<file path="src/rtl/pipe_latch_skid.sv">
// Pipeline stage register with valid/ready handshake, optional 2-entry skid buffer,
// NOP payload on empty slots, synchronous flush and a saturating bubble counter.
module pipe_latch_skid #(
    parameter int                DATA_W    = 32,
    parameter logic [DATA_W-1:0] NOP_VALUE = {DATA_W{1'b0}},
    parameter int                SKID      = 1,
    parameter int                CNT_W     = 16
) (
    input  logic              clk,
    input  logic              rst,
    input  logic              in_valid,
    output logic              in_ready,
    input  logic [DATA_W-1:0] in_data,
    output logic              out_valid,
    input  logic              out_ready,
    output logic [DATA_W-1:0] out_data,
    input  logic              flush,
    input  logic              cnt_clr,
    output logic [1:0]        occupancy,
    output logic [CNT_W-1:0]  bubble_cnt
);

    // state    | meaning
    // ST_EMPTY | no payload held, out_data = NOP_VALUE
    // ST_ONE   | main entry holds the payload presented downstream
    // ST_TWO   | main and skid entries both held, in_ready low (SKID=1 only)
    typedef enum logic [1:0] {
        ST_EMPTY = 2'd0,
        ST_ONE   = 2'd1,
        ST_TWO   = 2'd2
    } state_t;

    localparam logic [CNT_W-1:0] CNT_MAX = '1;

    state_t            state, state_nxt;
    logic [DATA_W-1:0] main_q, main_nxt;
    logic [DATA_W-1:0] skid_q, skid_nxt;
    logic              in_fire, out_fire;

    assign out_valid = (state != ST_EMPTY);
    assign out_data  = main_q;
    assign occupancy = state;
    assign in_fire   = in_valid & in_ready;
    assign out_fire  = out_valid & out_ready;

    always_comb begin
        state_nxt = state;
        main_nxt  = main_q;
        skid_nxt  = skid_q;
        case (state)
            ST_EMPTY: begin
                if (in_fire) begin
                    main_nxt  = in_data;
                    state_nxt = ST_ONE;
                end
            end
            ST_ONE: begin
                if (in_fire && out_fire) begin
                    main_nxt = in_data;
                end else if (out_fire) begin
                    main_nxt  = NOP_VALUE;
                    state_nxt = ST_EMPTY;
                end else if (in_fire && (SKID != 0)) begin
                    skid_nxt  = in_data;
                    state_nxt = ST_TWO;
                end
            end
            ST_TWO: begin
                if (out_fire) begin
                    main_nxt  = skid_q;
                    skid_nxt  = NOP_VALUE;
                    state_nxt = ST_ONE;
                end
            end
            default: begin
                state_nxt = ST_EMPTY;
                main_nxt  = NOP_VALUE;
                skid_nxt  = NOP_VALUE;
            end
        endcase
        // Flush wipes held and incoming payloads; an out_fire this cycle was still consumed.
        if (flush) begin
            state_nxt = ST_EMPTY;
            main_nxt  = NOP_VALUE;
            skid_nxt  = NOP_VALUE;
        end
    end

    always_ff @(posedge clk or negedge rst) begin
        if (!rst) begin
            state  <= ST_EMPTY;
            main_q <= NOP_VALUE;
        end else begin
            state  <= state_nxt;
            main_q <= main_nxt;
        end
    end

    generate
        if (SKID != 0) begin : g_skid
            logic in_ready_q;

            // Registered ready: computed from the next state so it is exact, not conservative.
            always_ff @(posedge clk or negedge rst) begin
                if (!rst) begin
                    skid_q     <= NOP_VALUE;
                    in_ready_q <= 1'b1;
                end else begin
                    skid_q     <= skid_nxt;
                    in_ready_q <= (state_nxt != ST_TWO);
                end
            end

            assign in_ready = in_ready_q;
        end else begin : g_noskid
            assign skid_q   = NOP_VALUE;
            assign in_ready = ~out_valid | out_ready;
        end
    endgenerate

    always_ff @(posedge clk or negedge rst) begin
        if (!rst) begin
            bubble_cnt <= '0;
        end else if (cnt_clr) begin
            bubble_cnt <= '0;
        end else if (out_ready && !out_valid && !flush && (bubble_cnt != CNT_MAX)) begin
            bubble_cnt <= bubble_cnt + CNT_W'(1);
        end
    end

endmodule

</file>
<file path="config.mk">
export PLATFORM = sky130hd
export DESIGN_NAME = pipe_latch_skid
export DESIGN_NICKNAME = d
export VERILOG_FILES = /design/src/rtl/pipe_latch_skid.sv
export SDC_FILE = /design/constraint.sdc
export NUM_CORES = 1
export LEC_CHECK = 0
export BUFFER_PORTS_ARGS = -buffer_cell sky130_fd_sc_hd__buf_2
export CORE_MARGIN = 1
export CORE_UTILIZATION = 48
export DETAILED_ROUTE_END_ITERATION = 10
export PLACE_DENSITY_LB_ADDON = 0.12
export SYNTH_ARGS = -nofsm -noshare
export SYNTH_HDL_FRONTEND = slang
export SYNTH_SLANG_ARGS = --single-unit
export TNS_END_PERCENT = 5
</file>
<file path="constraint.sdc">
create_clock -name clk -period 2.49 [get_ports clk]
set_input_delay 0.3735 -clock clk [delete_from_list [all_inputs] [get_ports clk]]
set_output_delay 0.3735 -clock clk [all_outputs]
set_load 0.01 [all_outputs]
</file>
# Word level (Yosys, flattened, before mapping)
# Cells that the tools add are included.
# totals
inputBits	38
regBits	83
wordCells	49
latchBits	0
ramBits	0
romBits	0
n_memories	0
# op_classes
n_eq_ne	11
bitwise	2
n_mul	0
add_sub_neg	1
n_mux	19
magnitude_cmp	0
n_shift	0
n_reduce_logical	11
div	0
# op_table
cell	count
two-way mux 32 bit	8
case mux 32 bit (3 select lines)	2
two-way mux 16 bit	2
adder 16 x 1 -> 16 bit, second input constant	1
!= test 16 bit, second input constant	1
!= test 3 bit, second input constant	5
two-way mux 2 bit	6
case mux 2 bit (3 select lines)	1
AND reduction 5 bit	1
logical AND 1 bit	4
!= test 2 bit, second input constant	2
!= test 4 bit, second input constant	1
nonzero test 2 bit	2
AND reduction 3 bit	1
bitwise AND 1 bit	2
== test 2 x 1 -> 1 bit, second input constant	1
== test 2 bit, second input constant	1
logical NOT 1 bit	2
logical NOT 2 bit	1

# Depth between registers and ports, before layout
# depth
ltp_word	7
mapped_depth	6

# Worst setup path before layout
# No wires, ideal clock.
# synth_path
path_type	flip-flop to flip-flop
startpoint	register state[1] (netlist: occupancy[1])
endpoint	register bubble_cnt[4]
arrival_time_ns	1.694
path_buffers	1
required_time_ns	2.365
period_less_slack_ns	1.819
setup_ns	0.125
setup_slack_ns	0.671
stages_incl_launch_ff	6
path_cell_list	dfrtp_1 -> nor4b_4 -> nand3_2 -> buf_6 -> a211oi_1 -> mux2_2
# synth_via
elab_chain_cells	6
# synth_lines
element	line	text
start: declaration	35	state_t state, state_nxt;
start signal: assignment	94	state <= state_nxt;
nonzero test 2 bit	40	assign out_valid = (state != ST_EMPTY);
logical NOT 1 bit	126	end else if (out_ready && !out_valid && !flush && (bubble_cnt != CNT_MAX)) begin
logical AND 1 bit (3 in a row)	126	
nonzero test 2 bit (no line)	n/a	
end signal: assignment	127	bubble_cnt <= bubble_cnt + CNT_W'(1);
end: declaration	20	output logic [CNT_W-1:0] bubble_cnt
# No other way between the ends.
# A chain may end at the register's enable or synchronous reset.

# Worst setup path after layout
# layout_path
startpoint	register state[0] (netlist: occupancy[0])
endpoint	register bubble_cnt[10]
# Same word-level chain as after synthesis.

==> impl_metrics.toml <==
[run_status]
status = "finished, final reports clean"

[yosys]
synth-seq-cells = 83
avgSynthCellArea_um2 = 10.54
synthesis.nets = 415
netlist_top_cells_area = "dfrtp_1 52%, mux2i_1 8.3%, o2bb2ai_1 7.1%"
syn-instance-count = 376
synth_edf_count = 0
synth_ff_type = "dfrtp_1"
yosysWarnings = 0
synth_seq_area_share_pct = 52.43
yosys.area.top_type = "dfrtp_1"
synth_top_area_share_pct = 51.77
synth_area_um2 = 3964
synthDistinctLibCells = 42
async_flop_share_pct = 100.0

[power_and_ir_drop]
comb_power_share_pct = 14.5
p_int_mw = 2.053
power.density_nw_per_um2 = 600.8
switching_power_mw = 0.8067
seqPwrFrac_pct = 51.3
clkPwrFrac_pct = 34.2
swShare_pct = 28.21
p_leak_nw = 2.293
ir_drop_mv = 0.3271

[critical_path]
crit_family = "simple AND/OR/NAND/NOR gates"
reg2reg_slack_ns = 0.35
r2r-start = "occupancy[0]"
path_cells = "nor4b_4 -> nand3_2 -> or4_1 -> a21oi_1"
worstSetupEndpoint = "bubble_cnt[10]"
startpoint_type = "flip-flop"
slowest_delay_ns = 0.56
cp-startpoint = "occupancy[0]"
crit_cells = 4
rr_endpoint = "bubble_cnt[10]"
worstPathMaxFanout = 13
cp_data_arrival_time_ns = 2.42
critPathCaptureType = "flip-flop"
crit_required_ns = 2.77
crit_type = "reg2reg"
ff2ff_path_depth = 4
cp_slowest_cell = "dfrtp_1"
crit_buf_inv = 0

[drt]
wire_per_inst_um = 16.27
routed_wl_um = 9239
ant_nets = 0
initialDrtViolationCount = 97
via_count = 3154
first_pass_iters = 4
drc_errors = 0
vias_per_cell = 5.553

[sta]
fin_worst_skew_ns = 0.01048
worst_pin_slew_ns = 0.5276
rsz0062_at_grt = "false"
slew_viol_final = 0
post-route-period-util_pct = 85.85
finalSetupViolCount = 0
finalWorstSetupSlack_ns = 0.3522
tns_ns = 0
hold_violations = 0
slew_headroom_pct = 64.67
layout_min_cycle_time_ns = 2.138
clock.fmax_mhz = 467.8
timing.hold.ws_ns = 0.2595

[layout]
fin_nets = 501
mostFrequentLayoutCell = "buf_2"
syn2layout_area_growth_pct = 20.08
layout_common_cells = "88 x buf_2, 82 x dfrtp_1, 40 x nand2_1"
drive_gt1_share_pct = 27.47
diodes = 0

[floorplan]
initial_utilization_pct = 50.51
ios = 90
dieArea_um2 = 8626
core_um2 = 7848
core.rowCount = 32
die_w_um = 92.88
die_y_um = 92.88

[place]
pre_cts_ws_ns = 0.3431
portBuffers = 89
dp_hpwl_um = 6068
gp_congestion = 0.8210

[cts]
clkTransAtPathRegs_ns = 0.09
cts.sink_count = 83
numCtsBuffers = 9
clockBufferDepth = 2
htreeDepth = 3
cts_tree = "built"
clock_latency_ns = 0.35
cts_root_buffer = "clkbuf_8"

[global_route]
grt_first_pass_wirelength_um = 15320
grt_util_all_layers_pct = 22.77
grt_pass1_vias = 3147
antenna_found_initial = 0
grt_max_degree = 48
grt_overflow_total = 0

[hold_path]
hp-class = "in2reg"

[flow_run]
cap_violations = 0
Yosys cell counts, types with 3 or more instances:
cell and n:
o2bb2ai_1 32, or4_1 7, nand3_1 5, and2_1 3, a21oi_1 14, and3_1 3
nand4_1 6, inv_1 36, nand2_1 40, clkbuf_1 13, buf_2 9, mux2i_1 33
o21ai_0 3, dfrtp_1 82, a22oi_1 32, nand2b_1 4, a211oi_1 6, o31ai_1 6
nor2b_1 4, nor2_1 8
worst min-delay path by stage:
stage / depth (start not counted) / start / slack, ns / end
6_report: 3 / in_data[25] / 0.26 / skid_q[25]
3_5_place_dp: 1 / rst / 0.38 / bubble_cnt[9]
2_1_floorplan: 0 / rst / 0.08 / bubble_cnt[0]
3_3_place_gp: 1 / rst / 0.37 / bubble_cnt[9]
5_1_grt: 3 / in_data[12] / 0.25 / skid_q[12]
4_1_cts: 3 / in_data[25] / 0.25 / skid_q[25]
kinds of logic after synthesis:
| group | after synthesis | synth area share (%) |
|---|---|---|
| buffers and inverters | 63 | 6.724 |
| multiplexers | 35 | 8.902 |
| AO/OA/AOI/OAI | 102 | 19.29 |
| flip-flops | 83 | 52.43 |
| AND/OR/NAND/NOR | 92 | 12.34 |
| adder cells (fa/ha/maj) | 1 | 0.3156 |
layout make-up:
class	instances	area, um^2
Timing Repair Buffer	102	573.1
Fill cell	715	3088
Multi-Input combinational cell	230	1657
Clock inverter	6	65.06
Sequential cell	83	2078
Inverter	36	135.1
Clock buffer	9	123.9
Tap cell	102	127.6
flip-flops by register name, summed over array words and instances, names as in the netlist:
signal / flops
occupancy: 2
bubble_cnt: 16
out_data: 32
skid_q: 32
in_ready: 1
per-layer routing:
layer | track usage (%) | wire (um) | part of all wire (%)
met4 | 6.282 | 66 | 0.71
met1 | 30.11 | 4453 | 48
met5 | 0 | 0 | 0
met3 | 5.501 | 410 | 4.4
met2 | 37.32 | 4309 | 47
stage by stage:
step / utilization, % / total power, mW / area [um^2] / instances
floorplan: - / 1.717 / 3964 / 376
global placement: 58.12 / 1.901 / 4561 / 552
detailed placement: 58.12 / 1.912 / 4561 / 552
CTS: 60.65 / 2.880 / 4760 / 568
global route: 60.65 / 2.986 / 4760 / 568
finish: 60.65 / 2.860 / 4760 / 568
worst register-to-register path, stage by stage, from the launching register on:
cell and delay, ns:
dfrtp_1 0.56, nor4b_4 0.51, nand3_2 0.26, or4_1 0.56, a21oi_1 0.18
power groups by stage:
| stage | registers, mW | clock network (mW) | logic [mW] |
|---|---|---|---|
| finish | 1.47 | 0.977 | 0.415 |
| global route | 1.48 | 1.05 | 0.458 |
| CTS | 1.47 | 0.991 | 0.422 |
| detailed placement | 1.49 | 0 | 0.420 |
| global placement | 1.49 | 0 | 0.410 |
| floorplan | 1.51 | 0 | 0.211 |
timing repair:
| item | 4_1_cts | 5_1_grt |
|---|---|---|
| resized for setup | 0 | 0 |
| setup endpoints to repair | 0 | 0 |
| hold buffers | 1 | 0 |
| buffers inserted | 0 | 0 |
| endpoints found under the hold margin | 16 | 0 |
Note: power is estimated with default switching activity, not from simulation.
